===== config.mk =====
export PLATFORM = sky130hd
export DESIGN_NAME = star_scanner
export DESIGN_NICKNAME = d
export VERILOG_FILES = /design/src/rtl/star_scanner.sv
export SDC_FILE = /design/constraint.sdc
export NUM_CORES = 1
export LEC_CHECK = 0
export CAP_MARGIN = 30
export CORE_ASPECT_RATIO = 0.75
export CORE_MARGIN = 1
export CORE_UTILIZATION = 47
export DETAILED_ROUTE_END_ITERATION = 12
export GPL_TIMING_DRIVEN = 0
export PLACE_DENSITY_LB_ADDON = 0.25
export SKIP_LAST_GASP = 1
export SLEW_MARGIN = 25
export SYNTH_ARGS = -nofsm -noshare
export SYNTH_HDL_FRONTEND = slang
export SYNTH_SLANG_ARGS = --single-unit

===== constraint.sdc =====
create_clock -name clk -period 4.1 [get_ports clk]
set_input_delay 0.41 -clock clk [delete_from_list [all_inputs] [get_ports clk]]
set_output_delay 0.41 -clock clk [all_outputs]
set_load 0.05 [all_outputs]

===== src/rtl/star_scanner.sv =====
// Raster scanner over the galaxy frame memory: finds the next bright pixel that
// lies outside every recorded star box and reports its coordinates once.
module star_scanner #(
    parameter int               xSz       = 8,
    parameter int               ySz       = 7,
    parameter int               colSz     = 3,
    parameter int               X_MAX     = 160,
    parameter int               Y_MAX     = 120,
    parameter logic [colSz-1:0] THRESH    = colSz'(7),
    parameter int               MAX_BOXES = 8
) (
    input  logic             clk,
    input  logic             resetn,
    input  logic             goScan,
    input  logic             rewind,
    input  logic             ackFound,
    input  logic             boxAdd,
    input  logic             clearBoxes,
    input  logic [xSz-1:0]   xLeft,
    input  logic [xSz-1:0]   xRight,
    input  logic [ySz-1:0]   yTop,
    input  logic [ySz-1:0]   yBottom,
    output logic [14:0]      mem_addr,
    input  logic [colSz-1:0] mem_data,
    output logic [xSz-1:0]   xCount,
    output logic [ySz-1:0]   yCount,
    output logic             starFound,
    output logic             scanDone,
    output logic             busy
);

    localparam int PW = (MAX_BOXES > 1) ? $clog2(MAX_BOXES) : 1;

    localparam logic [2:0] S_IDLE  = 3'd0;
    localparam logic [2:0] S_FETCH = 3'd1;
    localparam logic [2:0] S_CHECK = 3'd2;
    localparam logic [2:0] S_FOUND = 3'd3;
    localparam logic [2:0] S_DONE  = 3'd4;

    logic [2:0]           state;
    logic [xSz-1:0]       x_pos, x_next;
    logic [ySz-1:0]       y_pos, y_next;
    logic                 last_px, excluded, hit;

    logic [MAX_BOXES-1:0] bx_valid;
    logic [PW-1:0]        wptr;
    logic [xSz-1:0]       bx_xl [MAX_BOXES];
    logic [xSz-1:0]       bx_xr [MAX_BOXES];
    logic [ySz-1:0]       bx_yt [MAX_BOXES];
    logic [ySz-1:0]       bx_yb [MAX_BOXES];

    assign mem_addr  = 15'(y_pos) * 15'(X_MAX) + 15'(x_pos);
    assign starFound = (state == S_FOUND);
    assign scanDone  = (state == S_DONE);
    assign busy      = (state == S_FETCH) || (state == S_CHECK);

    always_comb begin
        last_px = (x_pos == xSz'(X_MAX - 1)) && (y_pos == ySz'(Y_MAX - 1));
        if (x_pos == xSz'(X_MAX - 1)) begin
            x_next = '0;
            y_next = y_pos + ySz'(1);
        end else begin
            x_next = x_pos + xSz'(1);
            y_next = y_pos;
        end
    end

    // Inverted boxes (left>right or top>bottom) fail the range test on their own.
    always_comb begin
        excluded = 1'b0;
        for (int unsigned i = 0; i < MAX_BOXES; i++) begin
            if (bx_valid[PW'(i)] &&
                (bx_xl[PW'(i)] <= x_pos) && (x_pos <= bx_xr[PW'(i)]) &&
                (bx_yt[PW'(i)] <= y_pos) && (y_pos <= bx_yb[PW'(i)]))
                excluded = 1'b1;
        end
        hit = (mem_data >= THRESH) && !excluded;
    end

    always_ff @(posedge clk or negedge resetn) begin
        if (!resetn) begin
            bx_valid <= '0;
            wptr     <= '0;
            for (int unsigned i = 0; i < MAX_BOXES; i++) begin
                bx_xl[PW'(i)] <= '0;
                bx_xr[PW'(i)] <= '0;
                bx_yt[PW'(i)] <= '0;
                bx_yb[PW'(i)] <= '0;
            end
        end else if (clearBoxes) begin
            bx_valid <= '0;
            wptr     <= '0;
        end else if (boxAdd) begin
            bx_xl[wptr]    <= xLeft;
            bx_xr[wptr]    <= xRight;
            bx_yt[wptr]    <= yTop;
            bx_yb[wptr]    <= yBottom;
            bx_valid[wptr] <= 1'b1;
            wptr <= (wptr == PW'(MAX_BOXES - 1)) ? '0 : wptr + PW'(1);
        end
    end

    always_ff @(posedge clk or negedge resetn) begin
        if (!resetn) begin
            state  <= S_IDLE;
            x_pos  <= '0;
            y_pos  <= '0;
            xCount <= '0;
            yCount <= '0;
        end else begin
            case (state)
                S_IDLE: begin
                    if (rewind) begin
                        x_pos <= '0;
                        y_pos <= '0;
                    end else if (goScan) begin
                        state <= S_FETCH;
                    end
                end
                S_FETCH: state <= S_CHECK;
                S_CHECK: begin
                    if (hit) begin
                        state  <= S_FOUND;
                        xCount <= x_pos;
                        yCount <= y_pos;
                    end else if (last_px) begin
                        state <= S_DONE;
                    end else begin
                        x_pos <= x_next;
                        y_pos <= y_next;
                        state <= S_FETCH;
                    end
                end
                S_FOUND: begin
                    if (ackFound) begin
                        if (last_px) begin
                            state <= S_DONE;
                        end else begin
                            x_pos <= x_next;
                            y_pos <= y_next;
                            state <= S_IDLE;
                        end
                    end
                end
                S_DONE: begin
                    if (rewind) begin
                        x_pos <= '0;
                        y_pos <= '0;
                        state <= S_IDLE;
                    end
                end
                default: state <= S_IDLE;
            endcase
        end
    end

endmodule


Yosys cells after proc, flatten, opt, wreduce, memory -nomap -nowiden
Cells that the tools add are included.

Register bits after elaboration: 284. Bits of input ports: 40. Output and inout bits: 33. Word-level logic and storage cells: 186.

$add $sub $neg: 4. Multiply operators: 1. $lt $le $gt $ge: 37. Equal/unequal tests: 13. Multiplexer cells: 43. Bitwise operators: 3. Reductions and logical operators: 46.

Operator list (count): $bwmux 64 (2); $le 8x8->1 (16); $bwmux 56 (2); $le 7x7->1 (16); $mux 8 (8); $mux 7 (6); $logic_and 1x1->1 (36); $mux 3 (10); $demux 8 s3 (1); $pmux 8 s3 (1); $demux 7 s3 (1); $pmux 7 s3 (1); $add 15x8->15 (1); $pmux 3 s5 (1); $mul 7x3->10 const B (1); $ne 2x2->1 const B (5); $mux 1 (9); $add 8x1->8 const B (1); $eq 8x8->1 const B (1); $or 8x8->8 (1); $reduce_and 4->1 (2); $add 7x1->7 const B (1); $eq 7x7->1 const B (1); $eq 3x2->1 const B (2); 19 further kinds (21).

Depth between registers and ports, before layout
Depth in word-level cells: 17. Mapped depth: 12. Gate-level depth less buffers: 11.

Least setup slack after synthesis
OpenSTA, ideal clock, no wires.

Path kind: reg2out. Start point: reg y_pos[3]. End point: out mem_addr[12]. Data arrival time: 2940 ps. Data required time: 3690 ps. Setup slack: 750 ps. Stages on the path, launching flop included: 8. Path buffers: 0. Path through: dfrtp_1 > ha_1 > ha_1 > inv_1 > fa_1 > nor3b_1 > nand3b_1 > xnor2_1.

Cells in the longest elaborated chain, start to end: 2.

RTL lines: start: declaration (line 42) `logic [ySz-1:0] y_pos, y_next;`; start signal: assignment (line 130) `y_pos <= y_next;`; start signal: assignment (line 140) `y_pos <= y_next;`; $mul 7x3->10 (line 52) `assign mem_addr = 15'(y_pos) * 15'(X_MAX) + 15'(x_pos);`; $add 15x8->15 (line 52); end: declaration (line 23) `output logic [14:0] mem_addr,`.

Every way passes these cells.

Worst setup path in the final report
Start point: reg y_pos[3]. End point: out mem_addr[14].

The elaborated chain is that of the path after synthesis.

==> flow_metrics.py <==
metrics = {
    "power_and_ir_drop": {
        "p_per_area_nw_per_um2": 468,
        "vdd_drop_max_mv": 0.296,
        "power_mw": 9.19,
        "leakagePower_nw": 9.67,
    },
    "setup_path": {
        "r2r_cells": 13,
        "cp.required_ns": 3.69,
        "r2r_start": "y_pos[4]",
        "crit_path_end_kind": "output port",
        "arrival_ns": 3.55,
        "worstSetupStartpoint": "y_pos[3]",
        "crit_type": "reg -> out",
        "rrSetupSlack_ns": 0.17,
        "worstReg2RegEnd": "yCount[5]",
        "worstSetupStartpointType": "register",
        "worst-path-max-fanout": 16,
    },
    "synth": {
        "syn-num-nets": 1877,
        "synth.distinct_cells": 64,
        "synth_seq_cells": 284,
        "synth_edf_count": 0,
        "yosysSeqAreaShare_pct": 41.8,
        "synth_cells": 1578,
        "synthesis.area_um2": 17000,
        "async_flop_share_pct": 100,
        "ys_warn_count": 0,
        "postSynthAreaPerCell_um2": 10.8,
        "synth_ff_type": "dfrtp_1",
    },
    "min_path": {
        "hold_path.class": "in -> async",
    },
    "floorplan": {
        "placementRows": 59,
        "die_y_um": 167,
        "die_w_um": 222,
        "core_um2": 35100,
        "ios": 73,
        "start_util_pct": 48.4,
        "dieArea_um2": 37000,
    },
    "grt": {
        "grt_start_max_net_pins": 87,
        "grt_pass1_vias": 12627,
        "grt_pass1_wl_um": 73700,
        "grt_use_total_pct": 25.9,
        "grt_remaining_overflow": 0,
        "antenna_found_initial": 0,
    },
    "cts": {
        "clock_latency_ns": 0.56,
        "cts_sinks": 284,
        "clkTransAtPathRegs_ns": 0.06,
        "cts_max_level": 1,
        "cts_root_buffer": "clkbuf_16",
        "cts_buffers": 29,
        "cts_buffer_depth": 3,
        "tritoncts": "built",
    },
    "sta": {
        "fin_setup_tns_ns": 0,
        "slew_viol_final": 0,
        "hold_viol": 0,
        "skew_ns": 0.00621,
        "finalCriticalPeriod_ns": 3.96,
        "holdWs_ns": 0.319,
        "fmax_mhz": 252,
        "finalCritPeriodShare_pct": 96.7,
        "setup-violations-final": 0,
        "relSlewSlack_pct": 30.8,
        "tightest_slew_ns": 1.04,
        "rsz0062_at_grt": "true",
    },
    "place": {
        "dpl.hpwl_um": 33300,
        "post-place-cells": 2109,
        "placed_cell_area_um2": 18400,
        "io_buffers": 71,
        "gp_congestion": 0.940,
    },
    "drt": {
        "vias": 13003,
        "avgRoutedWirePerCell_um": 21.8,
        "finalWirelength_um": 47800,
        "drt-initial-drc-count": 980,
        "ant_nets": 0,
        "drtPass1Iterations": 5,
        "route.detailed.drc": 0,
        "vias_per_cell": 5.93,
    },
    "status": {
        "status": "finished, final reports clean",
    },
    "layout": {
        "antenna_cells": 0,
        "syn2layout_area_growth_pct": 15.3,
        "fin_area_um2": 19600,
        "fin_cells": 2191,
        "layout.nets": 2016,
        "drive_above_1_share_pct": 18.2,
        "nFillCells": 3034,
    },
    "run": {
        "max_cap_violations": 0,
    },
}
layout make-up:
| cell class | instances | area, um2 | area share, % |
|---|---|---|---|
| Multi-Input combinational cell | 1093 | 9130 | 46.6 |
| Sequential cell | 284 | 7130 | 36.4 |
| Timing Repair Buffer | 108 | 1090 | 5.56 |
| Clock buffer | 40 | 797 | 4.06 |
| Inverter | 157 | 627 | 3.20 |
| Tap cell | 457 | 572 | 2.92 |
| Buffer | 44 | 193 | 0.983 |
| Clock inverter | 8 | 67.6 | 0.345 |
report_power, final:
group / switching, mW / total (mW) / internal [mW]
combinational: 1.74 / 3.07 / 1.32
clock: 1.11 / 2.51 / 1.40
sequential: 0.361 / 3.61 / 3.25
flip-flops by register name, summed over array words and instances, names as in the netlist:
signal,cells
wptr,3
x_pos,8
xCount,8
bx_xr,64
y_pos,7
yCount,7
bx_yb,56
bx_yt,56
bx_xl,64
bx_valid,8
state,3
worst max-delay path: stages, from the launching register on:
cell	delay, ns
dfrtp_4	0.62
ha_1	0.33
ha_1	0.21
inv_1	0.07
fa_1	0.46
nor3b_1	0.32
nand3b_1	0.21
nor3b_1	0.21
o21ai_0	0.11
o211ai_1	0.13
clkbuf_2	0.32
what timing repair did:
action                                 4_1_cts  5_1_grt
hold buffers                                 1        0
gates resized for setup                     18       22
setup endpoints to repair                   39       38
pin swaps                                    1        0
setup buffers                               10       22
endpoints found under the hold margin       39        0
per-layer routing:
layer	wire, um	up-vias	track usage (%)
met3	3080	104	3.33
met2	20800	434	39.5
met1	22400	6493	38.3
met4	1520	0	7.46
li1	-	5972	-
met5	0	-	0
layout by cell type (no fill, tap or decap), types with 4 or more instances in the layout:
| cell type | n |
|---|---|
| o21ai_0 | 108 |
| a21o_1 | 16 |
| nor2_1 | 35 |
| a211oi_1 | 16 |
| ha_1 | 257 |
| nand4_1 | 56 |
| and3_1 | 6 |
| o22ai_1 | 22 |
| nand3_1 | 24 |
| o211ai_1 | 17 |
| mux2i_1 | 4 |
| o21bai_1 | 4 |
| clkbuf_16 | 29 |
| nor2b_1 | 30 |
| clkinvlp_4 | 11 |
| buf_4 | 34 |
| and3b_1 | 4 |
| xor2_1 | 5 |
| nand2_1 | 102 |
| inv_1 | 147 |
| clkdlybuf4s50_1 | 65 |
| nor3_1 | 10 |
| clkbuf_1 | 34 |
| dfrtp_2 | 12 |
| mux2_2 | 188 |
| o21a_1 | 7 |
| a21oi_1 | 88 |
| dfrtp_1 | 269 |
| mux2_4 | 8 |
| o31ai_1 | 4 |
| nand2b_1 | 11 |
| xnor2_1 | 7 |
| buf_1 | 11 |
| clkinv_2 | 6 |
cells in the mapped netlist, drive strengths merged (5+ instances only):
library cell,n,area (um2)
nor2b,30,188
a21o,16,120
o21a,7,52.6
nand2b,11,68.8
a211oi,17,128
o211ai,17,128
nor2,35,131
nand4,56,350
dfrtp,284,7110
nand2,103,394
inv,157,589
clkbuf,26,97.6
o22ai,22,138
buf,18,95.1
nor3,10,50.1
xor2,5,43.8
xnor2,7,61.3
ha,257,3220
nand3,24,120
mux2,196,2240
o21ai,109,546
and3,6,37.5
a21oi,89,449
how the worst max path moves through the flow:
stage	end	slack [ns]	cells after the start
5_1_grt	mem_addr[14]	-0.05	10
3_5_place_dp	xCount[6]	-0.46	12
6_report	mem_addr[14]	0.14	10
3_3_place_gp	bx_xl[28]	-9.79	1
4_1_cts	mem_addr[14]	-0.19	10
2_1_floorplan	mem_addr[12]	0.75	7
logic make-up after synthesis:
group / after synthesis / share of synthesized area [%]
flops: 284 / 41.8
compound gates: 320 / 11.4
buf+inv: 201 / 4.60
fa+ha+maj: 259 / 19.1
mux: 200 / 13.4
xor+xnor: 12 / 0.618
simple gates: 302 / 9.14
metrics by stage:
step,utilization (%),worst slack [ns]
final,55.8,0.136
after global routing,55.8,-0.0507
after floorplan,-,0.750
after CTS,55.2,-0.192
after global placement,52.1,-9.79
after detailed placement,52.3,-0.455
Note: power is estimated with default switching activity, not from simulation.
